### src/rtl/hrmf_reorder_if.sv
// Stream bundle between the HRMF core outputs and the reorder buffer.
// The master side feeds digit-reversed beats and consumes natural-order beats.
interface hrmf_reorder_if #(
    parameter int W = 64
);
    logic         IN_VALID;
    logic         IN_SOF;
    logic         IN_READY;
    logic [W-1:0] D0;
    logic [W-1:0] D1;
    logic [W-1:0] D2;
    logic [W-1:0] D3;
    logic         OUT_VALID;
    logic         OUT_READY;
    logic         OUT_SOF;
    logic         OUT_EOF;
    logic [W-1:0] Q0;
    logic [W-1:0] Q1;
    logic [W-1:0] Q2;
    logic [W-1:0] Q3;
    logic         ERR;

    modport master (
        output IN_VALID, IN_SOF, D0, D1, D2, D3, OUT_READY,
        input  IN_READY, OUT_VALID, OUT_SOF, OUT_EOF, Q0, Q1, Q2, Q3, ERR
    );

    modport slave (
        input  IN_VALID, IN_SOF, D0, D1, D2, D3, OUT_READY,
        output IN_READY, OUT_VALID, OUT_SOF, OUT_EOF, Q0, Q1, Q2, Q3, ERR
    );
endinterface

### src/rtl/hrmf_reorder.sv
// Ping-pong reorder buffer: stores a 16-point frame delivered as a 4x4 transposed
// beat sequence and replays it in natural order.
module hrmf_reorder #(
    parameter int W = 64
) (
    input  logic            CLK,
    input  logic            RSTn,
    hrmf_reorder_if.slave   bus
);
    typedef enum logic [1:0] {EMPTY, FILL, FULL, DRAIN} bank_state_t;

    bank_state_t  bank_q [2];
    bank_state_t  bank_d [2];
    logic         wb;
    logic         rb;
    logic [1:0]   wc;
    logic [1:0]   rc;
    logic         err;
    logic [W-1:0] mem [2][16];

    logic         in_ready;
    logic         out_valid;
    logic         wr_en;
    logic         rd_en;
    logic [1:0]   wc_eff;
    logic         wr_last;
    logic         rd_last;

    assign in_ready  = (bank_q[wb] == EMPTY) || (bank_q[wb] == FILL);
    assign out_valid = (bank_q[rb] == FULL) || (bank_q[rb] == DRAIN);
    assign wr_en     = bus.IN_VALID && in_ready;
    assign rd_en     = out_valid && bus.OUT_READY;
    // A start-of-frame beat always lands as beat 0, overwriting any partial frame.
    assign wc_eff    = bus.IN_SOF ? 2'd0 : wc;
    assign wr_last   = (wc_eff == 2'd3);
    assign rd_last   = (rc == 2'd3);

    assign bus.IN_READY  = in_ready;
    assign bus.OUT_VALID = out_valid;
    assign bus.OUT_SOF   = out_valid && (rc == 2'd0);
    assign bus.OUT_EOF   = out_valid && (rc == 2'd3);
    assign bus.Q0        = mem[rb][{rc, 2'd0}];
    assign bus.Q1        = mem[rb][{rc, 2'd1}];
    assign bus.Q2        = mem[rb][{rc, 2'd2}];
    assign bus.Q3        = mem[rb][{rc, 2'd3}];
    assign bus.ERR       = err;

    // Write and read can never target the same bank: their state conditions are disjoint.
    always_comb begin
        bank_d[0] = bank_q[0];
        bank_d[1] = bank_q[1];
        if (wr_en) bank_d[wb] = wr_last ? FULL : FILL;
        if (rd_en) bank_d[rb] = rd_last ? EMPTY : DRAIN;
    end

    always_ff @(posedge CLK or negedge RSTn) begin
        if (!RSTn) begin
            bank_q[0] <= EMPTY;
            bank_q[1] <= EMPTY;
            wb        <= 1'b0;
            rb        <= 1'b0;
            wc        <= '0;
            rc        <= '0;
            err       <= 1'b0;
        end else begin
            bank_q[0] <= bank_d[0];
            bank_q[1] <= bank_d[1];
            if (wr_en) begin
                wc <= wr_last ? 2'd0 : wc_eff + 2'd1;
                if (wr_last) wb <= ~wb;
                if (bus.IN_SOF && (wc != 2'd0)) err <= 1'b1;
            end
            if (rd_en) begin
                rc <= rc + 2'd1;
                if (rd_last) rb <= ~rb;
            end
        end
    end

    always_ff @(posedge CLK or negedge RSTn) begin
        if (!RSTn) begin
            for (int unsigned b = 0; b < 2; b++)
                for (int unsigned i = 0; i < 16; i++)
                    mem[b][i] <= '0;
        end else if (wr_en) begin
            mem[wb][{2'd0, wc_eff}] <= bus.D0;
            mem[wb][{2'd1, wc_eff}] <= bus.D1;
            mem[wb][{2'd2, wc_eff}] <= bus.D2;
            mem[wb][{2'd3, wc_eff}] <= bus.D3;
        end
    end
endmodule

### src/flat_wrapper.sv
// flat-port wrapper written by rule: the top's interface ports become plain ports
module hrmf_reorder_flat 
#(
    parameter int W = 64
)
  (CLK, RSTn, bus_IN_VALID, bus_IN_SOF, bus_D0, bus_D1, bus_D2, bus_D3, bus_OUT_READY, bus_IN_READY, bus_OUT_VALID, bus_OUT_SOF, bus_OUT_EOF, bus_Q0, bus_Q1, bus_Q2, bus_Q3, bus_ERR);
  hrmf_reorder_if #(.W(W)) bus_i ();
  input  logic CLK;
  input  logic RSTn;
  input wire logic [$bits(bus_i.IN_VALID)-1:0] bus_IN_VALID;
  input wire logic [$bits(bus_i.IN_SOF)-1:0] bus_IN_SOF;
  input wire logic [$bits(bus_i.D0)-1:0] bus_D0;
  input wire logic [$bits(bus_i.D1)-1:0] bus_D1;
  input wire logic [$bits(bus_i.D2)-1:0] bus_D2;
  input wire logic [$bits(bus_i.D3)-1:0] bus_D3;
  input wire logic [$bits(bus_i.OUT_READY)-1:0] bus_OUT_READY;
  output wire logic [$bits(bus_i.IN_READY)-1:0] bus_IN_READY;
  output wire logic [$bits(bus_i.OUT_VALID)-1:0] bus_OUT_VALID;
  output wire logic [$bits(bus_i.OUT_SOF)-1:0] bus_OUT_SOF;
  output wire logic [$bits(bus_i.OUT_EOF)-1:0] bus_OUT_EOF;
  output wire logic [$bits(bus_i.Q0)-1:0] bus_Q0;
  output wire logic [$bits(bus_i.Q1)-1:0] bus_Q1;
  output wire logic [$bits(bus_i.Q2)-1:0] bus_Q2;
  output wire logic [$bits(bus_i.Q3)-1:0] bus_Q3;
  output wire logic [$bits(bus_i.ERR)-1:0] bus_ERR;
  assign bus_i.IN_VALID = bus_IN_VALID;
  assign bus_i.IN_SOF = bus_IN_SOF;
  assign bus_i.D0 = bus_D0;
  assign bus_i.D1 = bus_D1;
  assign bus_i.D2 = bus_D2;
  assign bus_i.D3 = bus_D3;
  assign bus_i.OUT_READY = bus_OUT_READY;
  assign bus_IN_READY = bus_i.IN_READY;
  assign bus_OUT_VALID = bus_i.OUT_VALID;
  assign bus_OUT_SOF = bus_i.OUT_SOF;
  assign bus_OUT_EOF = bus_i.OUT_EOF;
  assign bus_Q0 = bus_i.Q0;
  assign bus_Q1 = bus_i.Q1;
  assign bus_Q2 = bus_i.Q2;
  assign bus_Q3 = bus_i.Q3;
  assign bus_ERR = bus_i.ERR;
  hrmf_reorder #(.W(W)) u_core (.CLK(CLK), .RSTn(RSTn), .bus(bus_i));
endmodule
### config.mk
export PLATFORM = sky130hd
export DESIGN_NAME = hrmf_reorder_flat
export DESIGN_NICKNAME = d
export VERILOG_FILES = /design/src/rtl/hrmf_reorder_if.sv /design/src/rtl/hrmf_reorder.sv /design/src/flat_wrapper.sv
export SDC_FILE = /design/constraint.sdc
export NUM_CORES = 2
export LEC_CHECK = 0
export BUFFER_PORTS_ARGS = -buffer_cell sky130_fd_sc_hd__buf_4
export CAP_MARGIN = 10
export CORE_ASPECT_RATIO = 0.5
export CORE_MARGIN = 4
export CORE_UTILIZATION = 25
export DETAILED_ROUTE_END_ITERATION = 10
export GPL_TIMING_DRIVEN = 0
export HOLD_SLACK_MARGIN = 0.1
export SYNTH_ARGS = -nofsm -noshare
export SYNTH_HDL_FRONTEND = slang
export SYNTH_SLANG_ARGS = --single-unit
### constraint.sdc
create_clock -name CLK -period 4.5 [get_ports CLK]
set_input_delay 0.225 -clock CLK [delete_from_list [all_inputs] [get_ports CLK]]
set_output_delay 0.225 -clock CLK [all_outputs]
set_load 0.02 [all_outputs]
Yosys cells after proc, flatten, opt, wreduce, memory -nomap -nowiden
Cells that the tools add are included.
{"block": "word_totals", "out_inout_bits": 261, "wordCells": 146, "reg_bits": 2059, "input_bits": 261}
{"block": "classes", "addsub": 2, "n_bitwise": 12, "eq_ne": 5, "reduce_logical": 19, "n_lt_le_gt_ge": 16, "n_mux": 53}
{"cell": "2048-bit bitwise mux", "n": 4}
{"cell": "1024-bit two-way mux", "n": 7}
{"cell": "1024-bit demux with 1-bit select", "n": 4}
{"cell": "64-bit binary-select mux with 4-bit select", "n": 4}
{"cell": "64-bit demux with 4-bit select", "n": 4}
{"cell": "64-bit two-way mux", "n": 12}
{"cell": "5-bit greater-or-equal comparator, second input constant", "n": 8}
{"cell": "4-bit inverter with 5-bit output", "n": 6}
{"cell": "2-bit two-way mux", "n": 12}
{"cell": "5-bit by 1-bit less-than comparator with 1-bit output, second input constant", "n": 4}
{"cell": "1-bit logical AND", "n": 11}
{"cell": "4-bit bitwise mux", "n": 2}
{"cell": "2-bit equality test, second input constant", "n": 4}
{"cell": "4-bit two-way mux", "n": 2}
{"cell": "2-bit AND reduction", "n": 3}
{"cell": "2-bit inverter with 5-bit output", "n": 1}
{"cell": "3-bit inverter with 5-bit output", "n": 1}
{"cell": "2-bit by 1-bit adder with 2-bit output, second input constant", "n": 2}
{"cell": "2-bit demux with 1-bit select", "n": 2}
{"cell": "2-bit greater-or-equal comparator, second input constant", "n": 2}
{"cell": "2-bit logical NOT", "n": 2}
{"cell": "2-bit by 1-bit less-than comparator with 1-bit output, second input constant", "n": 2}
{"cell": "1-bit inverter with 2-bit output", "n": 2}
{"cell": "2-bit by 1-bit equality test with 1-bit output, second input constant", "n": 1}
{"cell": "3 further kinds", "n": 5}

Logic depth before layout (Yosys ltp)
{"block": "logic_depth", "word_depth": 12, "depth_mapped": 8, "ltp_nobuf": 5}

Worst setup path after synthesis
No wires, ideal clock.
{"block": "synth_timing", "path_type": "register to output", "startpoint": "register u_core.rb", "endpoint": "output bus_Q2[27]", "n_path_buf": 4, "setup_slack_ns": 2.654, "stages_incl_launch_ff": 8, "t_arrival_ns": 1.621, "t_required_ns": 4.275, "cell_sequence": "dfrtp_1 > buf_2 > buf_2 > buf_6 > buf_6 > mux4_2 > nand2_1 > nand2_1"}
{"block": "synth_between", "elab_chain_cells": 7}
{"element": "start: declaration", "line": "hrmf_reorder.sv:15", "text": "logic rb;"}
{"element": "start signal: assignment", "line": "hrmf_reorder.sv:75", "text": "if (rd_last) rb <= ~rb;"}
{"element": "1-bit inverter with 2-bit output (implied by the code)", "line": "hrmf_reorder.sv:44", "text": "assign bus.Q2 = mem[rb][{rc, 2'd2}];"}
{"element": "1024-bit two-way mux (implied by the code) (3 in a row)", "line": "hrmf_reorder.sv:44"}
{"element": "64-bit binary-select mux with 4-bit select", "line": "hrmf_reorder.sv:44"}
{"element": "64-bit two-way mux (implied by the code) (2 in a row)", "line": "hrmf_reorder.sv:44"}
{"element": "end: declaration", "line": "flat_wrapper.sv:23", "text": "output wire logic [$bits(bus_i.Q2)-1:0] bus_Q2;"}
Every way passes these cells. The select of a mux whose other input is x is not followed.

Final worst setup path
{"block": "layout_timing", "startpoint": "register u_core.rc[0]", "endpoint": "output bus_Q0[39]"}
{"block": "layout_between", "elab_chain_cells": 4}
{"element": "start: declaration", "line": "hrmf_reorder.sv:17", "text": "logic [1:0] rc;"}
{"element": "start signal: assignment", "line": "hrmf_reorder.sv:74", "text": "rc <= rc + 2'd1;"}
{"element": "4-bit inverter with 5-bit output (implied by the code)", "line": "hrmf_reorder.sv:42", "text": "assign bus.Q0 = mem[rb][{rc, 2'd0}];"}
{"element": "64-bit binary-select mux with 4-bit select", "line": "hrmf_reorder.sv:42"}
{"element": "64-bit two-way mux (implied by the code) (2 in a row)", "line": "hrmf_reorder.sv:42"}
{"element": "end: declaration", "line": "flat_wrapper.sv:21", "text": "output wire logic [$bits(bus_i.Q0)-1:0] bus_Q0;"}
Every way passes these cells. The select of a mux whose other input is x is not followed.

==> results <==
- The worst register-to-register path begins at u_core.wc[1]$_DFFE_PN0P_.
- The power consumption is 83.5 mW.
- Per report_power, the clock group accounts for around 22% of the total.
- The type of the worst setup path is flop to primary output.
- Once the floorplan was initialized, standard cells occupied between 20% and 30% of the core.
- The detail route stage leaves a number of antenna-violating nets equal to 0.
- The sink of the worst hold path is u_core.mem[1743]$_DFFE_PN0P_.
- Measured along the y axis, the die boundary spans around 440 um.
- TritonCTS created 216 clock buffers.
- The worst pin sits at a relative slew slack of between 6 and 7%.
- The fraction of power spent switching nets is approximately 35%.
- The cell-internal power is roughly 54 mW.
- The worst setup path is launched from a flop.
- The DRC violations left is 0.
- The critical path capture point type is a primary output.
- The worst hold path class is input port to flop.
- The worst supply voltage drop on vdd is 0.000384 V.
- For this run, the top clock speed supported by timing is around 230 MHz.
- The total leakage power is a little over 50 nW.
- The arrival time of data at the critical path endpoint is approximately 4.1 ns.
- The maximum number of pins on one net before global-route repair is between 150 and 200.
- The initialized floorplan defines 156 standard-cell rows.
- The post-layout net count is between 7000 and 8000.
- After floorplanning, the core was sized to cover 0.363 mm2.
- The die area is roughly 0.38 mm2.
- The synthesized netlist net count is approximately 6100.
- The global-route total usage across every layer is ~16%.
- The share of the Yosys chip area taken by registers is a little under three fifths.
- The power dissipated by switching net loads is just under 30 mW.
- The power density relative to cell area is 745 mW/mm2.
- The setup slack on the worst flop-to-flop path is between 0.9 and 1 ns.
- The routed length per placed instance is 25.8 um.
- The post-route clock skew is 0.0232 ns.
- The TritonCTS clock tree is yes.
- The instance area after placement is approximately 0.10 mm2.
- The first global-routing pass estimated about 440 mm of wire.
- Counting I/O delays and the setup requirement, the final critical path takes approximately 4.3 ns.
- Along the worst path, the maximum fanout reaches 10.
- The root buffer selected by CTS is clkbuf_16.
- The number of iterations in the first detailed-routing pass is 6.
- The final-layout setup total negative slack is 0 ns.
- The portion of total power attributed to sequential cells is 35.8%.
- The number of distinct library cell variants in the gate-level netlist after synthesis is 29.
- Setup violations remaining at the end of the flow were counted as 0.
- Setup repair after global routing left no endpoint under its margin.
- In this run the critical register-to-register path is captured at u_core.mem[1028]$_DFFE_PN0P_.
- The chip width is 864 um.
- Along the worst hold path, the cell count comes to 3.
- The origin of the worst min-delay path is bus_D1[15].
- The number of max-slew violations in the final report came to 0.
- The DRC marker count from the first detailed-route iteration is 3486.
- The post-CTS clock slew at the launch and capture registers of the worst setup and hold paths is 0.06 ns.
- The number of cells on the worst reg-to-reg path is 7.
- The number of antenna violations at the first check in global routing came to 46.
- The relative contribution of combinational cells to total power is about 42%.
- Summing every instance area after synthesis gives about 0.092 mm2.
- The sum of routed wire length over all layers is roughly 300 mm.
- After detailed routing, the number of vias per cell comes to about 4.7.
- The clock insertion delay at the later pin of the skew report is between 0.8 and 0.9 ns.
- The TritonCTS sink count is around 2100.
- The via count is between 50000 and 60000.
- During placement, the flow inserted port buffers numbering 520.
- The count of state elements after synthesis is between 2000 and 2500.
- The per-instance average area after synthesis is between 15 and 20 um2.
- The share of the clock period used by the worst path is approximately 97%.
- In this run the deepest clock path goes through 3 buffers.
- Cells with a size suffix above 1 make up roughly half of the layout.
- The launching instance or port of the critical path is u_core.rc[0]$_DFFE_PN0P_.
- The Yosys warning count is 0.
- The post-route cell area is about 0.11 mm2.
- The final estimated routing congestion in global placement is between 0.7 and 0.8.
- The area added between synthesis and finish is 22.4%.
- The sum of net half-perimeters after detailed placement is between 200 and 250 mm.
- The required time at the endpoint of the critical path is about 4.3 ns.
- At the pin with the least slew margin, the transition time is around 1.4 ns.
- Synthesis produced a netlist whose cell count is 5832.
- The total count of hold-check failures in the final report is 0.
- In this run the count of I/O pins placed on the die edge is approximately 520.
- The number of global-route vias before repair was about 59000.
- The number of maximum-capacitance constraint violations is 0.
- In this run the number of H-tree levels came out at 4.
- The total overflow left after global routing is 0.
- The run finished with clean final reports.
## state kept, by name (all words and copies together) (netlist names)
| register | cells |
|---|---|
| u_core.bank_q | 2 |
| u_core.bus.ERR | 1 |
| u_core.mem | 2048 |
| u_core.rb | 1 |
| u_core.rc | 2 |
| u_core.wb | 1 |
| u_core.wc | 2 |
## layout make-up
type	instances	area, um2
plain buffers	399	2360
diodes	16	40.0
clock buffers	335	6640
fillers	36157	251000
inverters	4	15.0
multi-input cells	3372	37800
repair buffers	800	7020
clock inverters	61	704
flip-flops and latches	2057	51500
well taps	4819	6030
## synth_stat cells, drive strengths merged
cell type | n | area share, %
ha | 4 | 0.055
and2b | 1 | 0.0082
and3 | 1 | 0.0068
and2 | 2 | 0.014
xnor2 | 1 | 0.0096
nor2 | 1 | 0.0041
inv | 3 | 0.012
o21ai | 4 | 0.022
buf | 337 | 2.3
nand2b | 1 | 0.0068
nand3 | 5 | 0.027
mux4 | 512 | 13
nor3 | 2 | 0.016
clkbuf | 62 | 0.25
nand4 | 1 | 0.0068
nand2 | 778 | 3.2
mux2i | 1 | 0.011
and4bb | 2 | 0.027
o22a | 1 | 0.0096
o21bai | 1 | 0.0082
mux2 | 2052 | 25
clkinv | 1 | 0.0041
dfrtp | 2057 | 56
nor2b | 2 | 0.014
## layout by cell type (no fill, tap or decap), drive strengths merged
cell type / instances
and2: 2
o21bai: 1
mux2: 2052
clkinvlp: 4
xnor2: 1
and4bb: 2
nand2: 778
o21ai: 4
inv: 8
ha: 4
diode: 16
and2b: 1
nand3: 5
and3: 1
mux4: 512
nor3: 2
nor2: 1
o22a: 1
buf: 867
nand2b: 1
mux2i: 1
clkinv: 40
clkbuf: 397
dfrtp: 2057
clkdlybuf4s15: 8
nor2b: 2
nand4: 1
dlygate4sd3: 262
bufinv: 13
## metrics by stage
| step | cells | setup WS [ns] | hold WS [ns] | utilization, % |
|---|---|---|---|---|
| floorplan | 5832 | 2.65 | -0.0706 | - |
| global placement | 11171 | -22.68 | 0.462 | 28.0 |
| detailed placement | 11187 | 0.657 | 0.194 | 28.1 |
| CTS | 11846 | 0.0390 | 0.138 | 30.9 |
| global route | 11852 | 0.0891 | 0.177 | 30.9 |
| finish | 11863 | 0.155 | 0.210 | 30.9 |
## routing by layer
layer	vias up	wire length, um	global-route usage, %
li1	23320	-	-
met2	1148	163000	29.4
met5	-	46	0
met1	30251	119000	18.8
met3	482	10900	2.03
met4	6	13600	6.35
## power groups by stage
stage | Clock [mW] | Combinational (mW) | Sequential, mW
3_3_place_gp | 0 | 34.9 | 29.8
4_1_cts | 18.8 | 35.8 | 29.7
2_1_floorplan | 0 | 22.4 | 28.7
5_1_grt | 19.5 | 37.2 | 30.7
6_report | 18.5 | 35.2 | 29.9
3_5_place_dp | 0 | 35.5 | 30.0
## worst max path at each step
stage / endpoint / slack, ns / cells after the start
after floorplan: bus_Q2[27] / 2.65 / 7
after global placement: u_core.mem[1027]$_DFFE_PN0P_ / -22.68 / 1
after detailed placement: bus_Q0[41] / 0.66 / 7
after CTS: bus_Q0[41] / 0.04 / 7
after global routing: bus_Q0[41] / 0.09 / 7
final: bus_Q0[39] / 0.16 / 7
## critical path: stages (launching register included)
cell,delay [ns]
dfrtp_1,0.35
buf_2,0.43
buf_2,0.76
clkdlybuf4s15_2,0.70
mux4_2,0.40
nand2_1,0.11
nand2_1,0.24
buf_4,0.25
## cells by family after synthesis
logic type | count (synthesis) | synth area share, %
muxes | 2565 | 37.8
DFF | 2057 | 56.2
and+or+nand+nor | 796 | 3.32
buffers and inverters | 403 | 2.52
AOI/OAI and AO/OA | 6 | 0.0396
adders and majority gates | 4 | 0.0547
xor gates and xnor gates | 1 | 0.00957
## what timing repair did
item	CTS	global route
endpoints found under the hold margin	2531	0
setup buffers	0	0
hold buffers	263	0
gates resized for setup	16	0
endpoints found under the setup margin	39	0
(Power assumes the default switching activity.)
